## src/rtl/fsm4_ctx_sched_if.sv

```systemverilog
// fsm4_ctx_sched_if: request/grant and per-channel status bundle for the
// multi-context A/B/C/D scheduler.
//   req_val  [NCH]      channel i has an input bit pending
//   req_data [NCH]      input bit for channel i
//   req_rdy  [NCH]      one-hot grant (or all zero)
//   clr      [NCH]      synchronous per-channel clear
//   ch_state [2*NCH]    channel i state at [2i+1:2i] (A=0 B=1 C=2 D=3)
//   ch_out0  [NCH]      Moore out0 per channel
//   ch_out1  [NCH]      Moore out1 per channel
//   d_count  [CW*NCH]   channel i D-entry count at [CW*i+CW-1:CW*i]
// master = producer/consumer side, slave = scheduler side.
interface fsm4_ctx_sched_if #(
  parameter int NCH = 4,
  parameter int CW  = 8
);
  logic [NCH-1:0]    req_val;
  logic [NCH-1:0]    req_data;
  logic [NCH-1:0]    req_rdy;
  logic [NCH-1:0]    clr;
  logic [2*NCH-1:0]  ch_state;
  logic [NCH-1:0]    ch_out0;
  logic [NCH-1:0]    ch_out1;
  logic [CW*NCH-1:0] d_count;

  modport master (
    output req_val, req_data, clr,
    input  req_rdy, ch_state, ch_out0, ch_out1, d_count
  );

  modport slave (
    input  req_val, req_data, clr,
    output req_rdy, ch_state, ch_out0, ch_out1, d_count
  );
endinterface

```

## src/rtl/fsm4_ctx_sched.sv

```systemverilog
// fsm4_ctx_sched: keeps one 2-bit A/B/C/D Moore state per channel and shares a
// single next-state evaluator among NCH requesters with round-robin grants.
// Also counts (saturating) entries into state D per channel.
//   clk      rising-edge clock
//   reset_n  asynchronous active-low reset
//   bus      fsm4_ctx_sched_if slave modport (requests, grants, status)
module fsm4_ctx_sched #(
  parameter int NCH = 4,
  parameter int CW  = 8
) (
  input logic              clk,
  input logic              reset_n,
  fsm4_ctx_sched_if.slave  bus
);

  localparam int PW = (NCH > 1) ? $clog2(NCH) : 1;

  localparam logic [1:0] ST_A = 2'd0;
  localparam logic [1:0] ST_B = 2'd1;
  localparam logic [1:0] ST_C = 2'd2;
  localparam logic [1:0] ST_D = 2'd3;

  localparam logic [CW-1:0] CNT_MAX = {CW{1'b1}};
  localparam logic [CW-1:0] CNT_ONE = {{(CW-1){1'b0}}, 1'b1};
  localparam logic [PW:0]   NCH_W   = (PW+1)'(NCH);

  // Shared next-state evaluator for the A/B/C/D machine.
  function automatic logic [1:0] next_state(input logic [1:0] s, input logic b);
    logic [1:0] n;
    case (s)
      ST_A:    n = b ? ST_B : ST_A;
      ST_B:    n = b ? ST_B : ST_C;
      ST_C:    n = b ? ST_D : ST_A;
      ST_D:    n = b ? ST_B : ST_C;
      default: n = ST_A;
    endcase
    return n;
  endfunction

  logic [1:0]    state_q [NCH];
  logic [1:0]    state_d [NCH];
  logic [CW-1:0] cnt_q   [NCH];
  logic [CW-1:0] cnt_d   [NCH];
  logic [PW-1:0] ptr_q;
  logic [PW-1:0] ptr_d;

  logic [NCH-1:0] elig_s;
  logic [NCH-1:0] grant_s;
  logic [PW-1:0]  gidx_s;
  logic           gany_s;

  // A cleared channel is never eligible, so clear and grant never collide.
  assign elig_s      = bus.req_val & ~bus.clr;
  assign bus.req_rdy = grant_s;

  // Round-robin scan starting at ptr, wrapping mod NCH.
  always_comb begin
    logic [PW:0] sum_v;
    logic [PW-1:0] idx_v;
    grant_s = '0;
    gidx_s  = '0;
    gany_s  = 1'b0;
    for (int k = 0; k < NCH; k++) begin
      sum_v = {1'b0, ptr_q} + (PW+1)'(k);
      if (sum_v >= NCH_W) begin
        sum_v = sum_v - NCH_W;
      end else begin
      end
      idx_v = sum_v[PW-1:0];
      if (!gany_s && elig_s[idx_v]) begin
        grant_s[idx_v] = 1'b1;
        gidx_s         = idx_v;
        gany_s         = 1'b1;
      end else begin
      end
    end
  end

  // Pointer moves to the channel after the winner; holds when nothing is granted.
  always_comb begin
    logic [PW:0] nxt_v;
    nxt_v = {1'b0, gidx_s} + {{PW{1'b0}}, 1'b1};
    if (nxt_v >= NCH_W) begin
      nxt_v = '0;
    end else begin
    end
    if (gany_s) begin
      ptr_d = nxt_v[PW-1:0];
    end else begin
      ptr_d = ptr_q;
    end
  end

  // Per-channel next state and saturating D-entry counter.
  always_comb begin
    logic [1:0] ns_v;
    for (int i = 0; i < NCH; i++) begin
      state_d[i] = state_q[i];
      cnt_d[i]   = cnt_q[i];
      ns_v       = next_state(state_q[i], bus.req_data[i]);
      if (bus.clr[i]) begin
        state_d[i] = ST_A;
        cnt_d[i]   = '0;
      end else if (grant_s[i]) begin
        state_d[i] = ns_v;
        if ((ns_v == ST_D) && (state_q[i] != ST_D) && (cnt_q[i] != CNT_MAX)) begin
          cnt_d[i] = cnt_q[i] + CNT_ONE;
        end else begin
          cnt_d[i] = cnt_q[i];
        end
      end else begin
        state_d[i] = state_q[i];
        cnt_d[i]   = cnt_q[i];
      end
    end
  end

  // State, counter and pointer registers.
  always_ff @(posedge clk or negedge reset_n) begin
    if (!reset_n) begin
      for (int i = 0; i < NCH; i++) begin
        state_q[i] <= ST_A;
        cnt_q[i]   <= '0;
      end
      ptr_q <= '0;
    end else begin
      for (int i = 0; i < NCH; i++) begin
        state_q[i] <= state_d[i];
        cnt_q[i]   <= cnt_d[i];
      end
      ptr_q <= ptr_d;
    end
  end

  // Moore decode {out0,out1}: A=00, B=01, C=01, D=10.
  always_comb begin
    bus.ch_state = '0;
    bus.ch_out0  = '0;
    bus.ch_out1  = '0;
    bus.d_count  = '0;
    for (int i = 0; i < NCH; i++) begin
      bus.ch_state[2*i +: 2] = state_q[i];
      bus.ch_out0[i]         = (state_q[i] == ST_D);
      bus.ch_out1[i]         = (state_q[i] == ST_B) || (state_q[i] == ST_C);
      bus.d_count[CW*i +: CW] = cnt_q[i];
    end
  end

endmodule
```

## src/flat_wrapper.sv

```systemverilog
// flat-port wrapper written by rule: the top's interface ports become plain ports
module fsm4_ctx_sched_flat 
#(
  parameter int NCH = 4,
  parameter int CW  = 8
)
  (clk, reset_n, bus_req_val, bus_req_data, bus_clr, bus_req_rdy, bus_ch_state, bus_ch_out0, bus_ch_out1, bus_d_count);
  fsm4_ctx_sched_if #(.NCH(NCH), .CW(CW)) bus_i ();
  input logic clk;
  input logic reset_n;
  input wire logic [$bits(bus_i.req_val)-1:0] bus_req_val;
  input wire logic [$bits(bus_i.req_data)-1:0] bus_req_data;
  input wire logic [$bits(bus_i.clr)-1:0] bus_clr;
  output wire logic [$bits(bus_i.req_rdy)-1:0] bus_req_rdy;
  output wire logic [$bits(bus_i.ch_state)-1:0] bus_ch_state;
  output wire logic [$bits(bus_i.ch_out0)-1:0] bus_ch_out0;
  output wire logic [$bits(bus_i.ch_out1)-1:0] bus_ch_out1;
  output wire logic [$bits(bus_i.d_count)-1:0] bus_d_count;
  assign bus_i.req_val = bus_req_val;
  assign bus_i.req_data = bus_req_data;
  assign bus_i.clr = bus_clr;
  assign bus_req_rdy = bus_i.req_rdy;
  assign bus_ch_state = bus_i.ch_state;
  assign bus_ch_out0 = bus_i.ch_out0;
  assign bus_ch_out1 = bus_i.ch_out1;
  assign bus_d_count = bus_i.d_count;
  fsm4_ctx_sched #(.NCH(NCH), .CW(CW)) u_core (.clk(clk), .reset_n(reset_n), .bus(bus_i));
endmodule
```

## config.mk

```make
export PLATFORM = sky130hd
export DESIGN_NAME = fsm4_ctx_sched_flat
export DESIGN_NICKNAME = d
export VERILOG_FILES = /design/src/rtl/fsm4_ctx_sched_if.sv /design/src/rtl/fsm4_ctx_sched.sv /design/src/flat_wrapper.sv
export SDC_FILE = /design/constraint.sdc
export NUM_CORES = 1
export LEC_CHECK = 0
export ABC_AREA = 1
export BUFFER_PORTS_ARGS = -buffer_cell sky130_fd_sc_hd__buf_2
export CORE_MARGIN = 1.5
export CORE_UTILIZATION = 50
export DETAILED_ROUTE_END_ITERATION = 16
export PLACE_DENSITY = 0.74
export SYNTH_ARGS = -nofsm -noshare
export SYNTH_HDL_FRONTEND = slang
export SYNTH_SLANG_ARGS = --single-unit
```

## constraint.sdc

```tcl
create_clock -name clk -period 2.73 [get_ports clk]
set_input_delay 0.546 -clock clk [delete_from_list [all_inputs] [get_ports clk]]
set_output_delay 0.546 -clock clk [all_outputs]
set_load 0.03 [all_outputs]
```

==> impl_results.md, run 1 <==
* Worst reg2reg path startpoint: u_core.ptr_q[1]$_DFFE_PN0P_
* Avg Synthesized Cell Area at 7.77 sq um
* Inst Count DP at 570
* VDD IR max at 448 uV
* Worst Tran Pin Value at 568 ps
* Seq/Total Area, Yosys at 31.9%
* Distinct cells, synth at 24
* Cell family with most CP delay: simple AND/OR/NAND/NOR gates
* Synth cell count leaders: nand2_1 (120), nand3_1 (58), dfrtp_1 (42), nor2_1 (39), ha_1 (28)
* Number of synthesized register bits at 42
* Initial Util at 51.9%
* Worst path required time at 2180 ps
* Layout cell share with drive strength beyond 1 at 26.3%
* Boundary Pins at 66
* Die Span Y at 84.2 microns
* Die footprint at 0.00708 sq mm
* Final Cycle Share at 96.1%
* Post-layout minimum cycle time at 2620 ps
* Top cell type's share of synthesized area at 31.9%
* Top post-synthesis cells by area: dfrtp_1 (32%), nand2_1 (14%), ha_1 (11%), nand3_1 (8.8%), nor2_1 (4.4%)
* Core area at 0.00635 sq mm
* Die Wd at 84.2 microns
* Warnings, synthesis at 0
* Drt via density at 5.27
* Tot GR Track Use at 20.4%
* Final Max Slew Viols at 0
* Vias at 3049
* HPWL Detailed at 5.43 mm
* Final ANT Viol Nets at 0
* Placed Area at 0.00375 sq mm
* CTS tree: done
* Antenna diodes at 0
* Skew-Pair Late Insertion Delay at 300 ps
* Leakage at 2.19 nW
* Post-synth ARST share at 100%
* Setup slack, reg-to-reg at 740 ps
* CP bufs+invs at 3
* R2R depth at 12
* Final Hold Vio Count at 0
* Reg-to-reg critical path endpoint: u_core.bus.d_count[9]$_DFFE_PN0P_
* CTS Sinks at 42
* GPL Wtd Cong at 0.869
* WP data arrival at 2080 ps
* Most frequent CP cell: nand2_4
* Mapped Cells at 424
* Routed wire length at 7.27 mm
* Cell Chain, Critical Path: inv_4 > ha_2 > inv_1 > nand3_2 > nand2_4 > nand2_4 > nor2_8 > nand3_4 > nand2_2 > buf_4
* Max stage delay on crit path at 410 ps
* Final net count at 544
* Synthesized area at 0.00329 sq mm
* Status: completed
* Critical path fanouts, max at 6
* Clk slew on worst S/H paths at 80 ps
* Final core occ at 61.3%
* Syn nets at 466
* Startpoint Class: flip-flop
* Worst setup EP type: output port
* Wire length of the first global-routing pass at 12.2 mm
* Most common cell in the netlist: nand2_1
* Final setup violation count at 0
* Critical path type: flip-flop to output port
* Non-Filler Instances at 579
* CTS Buffer Depth at 2
* H-Tree Depth at 2
* Max Clock Freq at 381 MHz
* Final Cell Area at 0.00389 sq mm
* Area grow syn2layout at 18.2%
* DRC Markers at 0
* Max-Cap Viols at 0
* Post-synth EDFFs at 0
* WL per Instance at 12.5 microns
* Hold/Removal Path Class: input port to asynchronous set/reset pin
* Cell taking the most area after synthesis: dfrtp_1
* TritonCTS buffer count at 5
* CP max stage cell: dfrtp_1
* Initial DRC Count at 165
* Port buffer count at 65
* Largest net degree at the start of global routing at 26
* Worst Skew at 6.39 ps
* DRT Pass-1 Iters at 4
* FP Rows at 29
* Sum Neg Setup Slack at 0 ps
* Total grt overflow at 0
* Vias in the first global route at 2816
* Most used DFF post-synth: dfrtp_1
* Initial antenna violation count at 0
* Normalized max-slew margin at 62.1%
* Clock root buffer: clkbuf_8
* Pwr dens at 967 mW/mm^2
* Total power at 3.77 mW
==> cells by family after synthesis <==
| family | Yosys count | share of synthesized area, % |
|---|---|---|
| simple gates | 287 | 46.2 |
| flops | 42 | 31.9 |
| buf+inv | 35 | 4.14 |
| fa+ha+maj | 28 | 10.6 |
| xor+xnor | 17 | 4.52 |
| compound gates | 15 | 2.62 |
==> cells in the final DEF, fill, tap and decap left out, drive strengths merged <==
master / count
nand4: 15
clkbuf: 5
xor2: 15
clkinv: 2
nor3: 6
ha: 28
a21oi: 1
dfrtp: 42
nor2: 44
xnor2: 2
o41ai: 3
o21ai: 11
nand2: 143
nand3: 75
nor3b: 4
inv: 35
buf: 71
==> flip-flops by register name, summed over array words and instances (netlist names) <==
signal	count
u_core.bus.d_count	32
u_core.bus.ch_state	8
u_core.ptr_q	2
==> final cells by class <==
cell class | instances | area, sq um
fill | 599 | 2450
clock inverter | 2 | 10.0
sequential | 42 | 1050
timing repair buffer | 71 | 380
clock buffer | 5 | 68.8
inverter | 35 | 139
tap | 77 | 96.3
multi-input combinational | 347 | 2150
==> routing by layer <==
| layer | vias up | GRT usage (%) | routed length, microns |
|---|---|---|---|
| met5 | - | 0 | 0 |
| met4 | 0 | 5.81 | 82 |
| met3 | 6 | 3.34 | 332 |
| met2 | 76 | 35.4 | 3490 |
| met1 | 1402 | 26.4 | 3370 |
| li1 | 1565 | - | - |
==> worst max-delay path by stage <==
stage | depth (start not counted) | startpoint | endpoint
after global routing | 10 | u_core.ptr_q[1]$_DFFE_PN0P_ | bus_req_rdy[0]
final | 10 | u_core.ptr_q[1]$_DFFE_PN0P_ | bus_req_rdy[3]
after floorplan | 9 | u_core.ptr_q[1]$_DFFE_PN0P_ | bus_req_rdy[0]
after CTS | 10 | u_core.ptr_q[1]$_DFFE_PN0P_ | bus_req_rdy[2]
after detailed placement | 11 | bus_clr[3] | bus_req_rdy[1]
after global placement | 11 | bus_clr[3] | bus_req_rdy[2]
==> stage by stage <==
step,setup slack [ps],hold slack (ps)
floorplan,345,250
global placement,244,477
detailed placement,195,487
CTS,15.5,253
global route,-5.14,290
finish,106,239
==> where the power goes <==
part | switching, mW | internal (mW)
registers | 0.141 | 0.736
clock network | 0.210 | 0.172
logic | 1.70 | 0.811
==> timing repair <==
action / 4_1_cts / 5_1_grt
cloned: 0 / 0
pin swaps: 0 / 1
setup endpoints to repair: 4 / 4
buffers inserted: 0 / 2
hold buffers: 0 / 0
gates resized for setup: 5 / 7
Power figures use the tool's default switching activity.
==> run 2, diff against run 1 <==
ABC_CLOCK_PERIOD_IN_PS = 2730   (was unset)
CELL_PAD_IN_SITES_DETAIL_PLACEMENT = 1   (was unset)
CELL_PAD_IN_SITES_GLOBAL_PLACEMENT = 1   (was unset)
CORE_MARGIN = unset   (was 1.5)
CORE_UTILIZATION = 41   (was 50)
PLACE_DENSITY = unset   (was 0.74)
PLACE_DENSITY_LB_ADDON = 0.1   (was unset)
==> run 2 against run 1 <==
Net effect:
- design area increased by 2.9%
- first-iteration DRC count is 47% lower
- global-route usage is 1.5 points higher
- routed wire length is 19% higher
- fmax shrank 0.82%
- total power rose by 5.9%
- sequential cell count unchanged
- combinational power is 4% higher
- clock skew grew 7.3 ps
- critical endpoint is now bus_req_rdy[2]
- largest cell class unchanged
==> impl_results.md, run 2 (same netlist as run 1, synthesis figures left out) <==
* Final ANT Viol Nets at 0 (unchanged)
* Clock root buffer: clkbuf_8
* HPWL Detailed at 6.44 mm (+19%)
* Final Cycle Share at 96.9% (+0.80 points)
* GPL Wtd Cong at 0.835 (-3.8%)
* Leakage at 2.22 nW (+1.3%)
* Cell Chain, Critical Path: inv_4 > ha_2 > inv_1 > nand3_2 > nand2_4 > nand2_4 > nor2_8 > nand3_4 > nand2_4 > buf_4
* Reg-to-reg critical path endpoint: u_core.bus.d_count[3]$_DFFE_PN0P_
* Reg power frac at 22.1% (-1.2 points)
* FP Rows at 32 (+10%)
* Vias at 3135 (+2.8%)
* Setup slack, reg-to-reg at 570 ps (-170 ps)
* Non-Filler Instances at 609 (+5.2%)
* Worst Skew at 13.7 ps (+7.32 ps)
* Final core occ at 51.6% (-9.8 points)
* Worst setup path startpoint: u_core.ptr_q[1]$_DFFE_PN0P_
* TritonCTS buffer count at 5 (unchanged)
* Clock power share at 12.8% (+2.7 points)
* Sw Pwr at 2.14 mW (+4.4%)
* Final Max Slew Viols at 0 (unchanged)
* Tot GR Track Use at 22.0% (+1.5 points)
* Max Clock Freq at 378 MHz (-0.82%)
* Total power at 3.99 mW (+5.9%)
* Max-Cap Viols at 0 (unchanged)
* WP data arrival at 2100 ps (+20 ps)
* Status: completed
* Largest net degree at the start of global routing at 43 (+65%)
* Sum Neg Setup Slack at 0 ps (unchanged)
* R2R depth at 13 (+1)
* Initial Util at 42.4% (-9.5 points)
* Worst setup EP type: output port
* Die footprint at 0.00840 sq mm (+19%)
* Worst setup path endpoint: bus_req_rdy[2]
* DRC Markers at 0 (unchanged)
* Most common cell after layout, fill and taps aside: nand2_1
* Vias in the first global route at 3123 (+11%)
* H-Tree Depth at 2 (unchanged)
* Max FFs per register at 32 (unchanged)
* WL per Instance at 14.2 microns (+13%)
* VDD IR max at 405 uV (-9.6%)
* Initial antenna violation count at 0 (unchanged)
* DRT Pass-1 Iters at 5 (+1)
* Internal Power at 1.85 mW (+7.7%)
* Clk slew on worst S/H paths at 90 ps (about the same)
* Boundary Pins at 66 (unchanged)
* Total grt overflow at 0 (unchanged)
* Routed wire length at 8.66 mm (+19%)
* Antenna diodes at 0 (unchanged)
* Wire length of the first global-routing pass at 14.9 mm (+22%)
* Startpoint Class: flip-flop
* Worst hold slack at 314 ps (+74.7 ps)
* Core area at 0.00777 sq mm (+22%)
* FILL cells at 1036 (+73%)
* Hold buffers post-CTS at 0 (unchanged)
* Worst Tran Pin Value at 577 ps (+9.00 ps)
* Final setup violation count at 0 (unchanged)
* CTS Buffer Depth at 2 (unchanged)
* Die Wd at 91.6 microns (+8.9%)
* Post-layout minimum cycle time at 2650 ps (+21.8 ps)
* Critical path fanouts, max at 6 (unchanged)
* Worst reg2reg path startpoint: u_core.ptr_q[1]$_DFFE_PN0P_
* Commonest non-fill, non-tap cells in the layout: nand2_1 (120), buf_2 (61), nand3_1 (58), dfrtp_1 (42), nor2_1 (37)
* Inst Count DP at 596 (+4.6%)
* Final Hold Vio Count at 0 (unchanged)
* Pwr dens at 995 mW/mm^2 (+2.9%)
* Hold/Removal Path Class: input port to asynchronous set/reset pin
* Max stage delay on crit path at 420 ps (about the same)
* CP max stage cell: dfrtp_1
* Drt via density at 5.15 (-2.2%)
* Gate power share at 65.1% (-1.5 points)
* Most frequent CP cell: nand2_4
* Port buffer count at 65 (unchanged)
* Final net count at 548 (+0.74%)
* Critical path type: flip-flop to output port
* Initial DRC Count at 87 (-47%)
* Layout cell share with drive strength beyond 1 at 27.0% (+0.73 points)
* CTS tree: done
* Worst path required time at 2180 ps (about the same)
* CTS Sinks at 42 (unchanged)
* Normalized max-slew margin at 61.5% (-0.60 points)
* Skew-Pair Late Insertion Delay at 310 ps (about the same)
* Switching Share at 53.6% (-0.76 points)
* Area grow syn2layout at 21.6%
* Die Span Y at 91.6 microns (+8.9%)
[run 2: cell count changes in the layout (fill, tap and decap cells not counted), sizes merged]
cell,before,now
buf,71,75
bufinv,0,1
clkbuf,5,7
clkinv,2,0
[run 2: worst min-delay path by stage]
stage / to / depth (start not counted)
floorplan: u_core.bus.ch_state[0]$_DFFE_PN0P_ / 0
global placement: u_core.bus.d_count[13]$_DFFE_PN0P_ / 2
detailed placement: u_core.bus.d_count[5]$_DFFE_PN0P_ / 2
CTS: u_core.bus.d_count[30]$_DFFE_PN0P_ / 2
global route: u_core.bus.ch_state[1]$_DFFE_PN0P_ / 2
finish: u_core.bus.ch_state[1]$_DFFE_PN0P_ / 2
[run 2: power by group through the flow]
stage	clock, mW	sequential [mW]	combinational, mW
after global placement	0	0.884	2.34
after floorplan	0	1.08	1.59
after global routing	0.554	0.904	2.85
after CTS	0.526	0.882	2.45
after detailed placement	0	0.891	2.40
final	0.510	0.880	2.60
[run 2: layer usage]
| metal | vias up | wire length (microns) | track usage (%) |
|---|---|---|---|
| li1 | 1564 | - | - |
| met1 | 1521 | 3960 | 28.3 |
| met2 | 43 | 4400 | 38.7 |
| met3 | 7 | 224 | 3.32 |
| met4 | 0 | 68 | 4.76 |
| met5 | - | 0 | 0 |
[run 2: critical path: cells and delay by family, from the launching register on]
kind,cells,cell delay (ps)
fa+ha+maj,1,300
buf+inv,3,340
flops,1,420
simple gates,6,730
[run 2: what timing repair did]
item | 4_1_cts | 5_1_grt
setup buffers | 0 | 5
resized for setup | 7 | 11
pin swaps | 0 | 5
gates cloned | 0 | 0
endpoints found under the setup margin | 4 | 4
[run 2: cell type report]
cell class	instances	area [sq um]	area share, %
Clock buffer	7	76.3	1.91
Clock inverter	1	30.0	0.750
Inverter	35	139	3.47
Multi-Input combinational cell	347	2160	54.0
Sequential cell	42	1050	26.2
Tap cell	102	128	3.19
Timing Repair Buffer	75	418	10.4
[run 2: through the flow]
step | setup slack, ps | instance area, sq um
2_1_floorplan | 345 | 3290
3_3_place_gp | 214 | 3780
3_5_place_dp | 192 | 3780
4_1_cts | -19.4 | 3910
5_1_grt | -26.5 | 4010
6_report | 84.7 | 4010
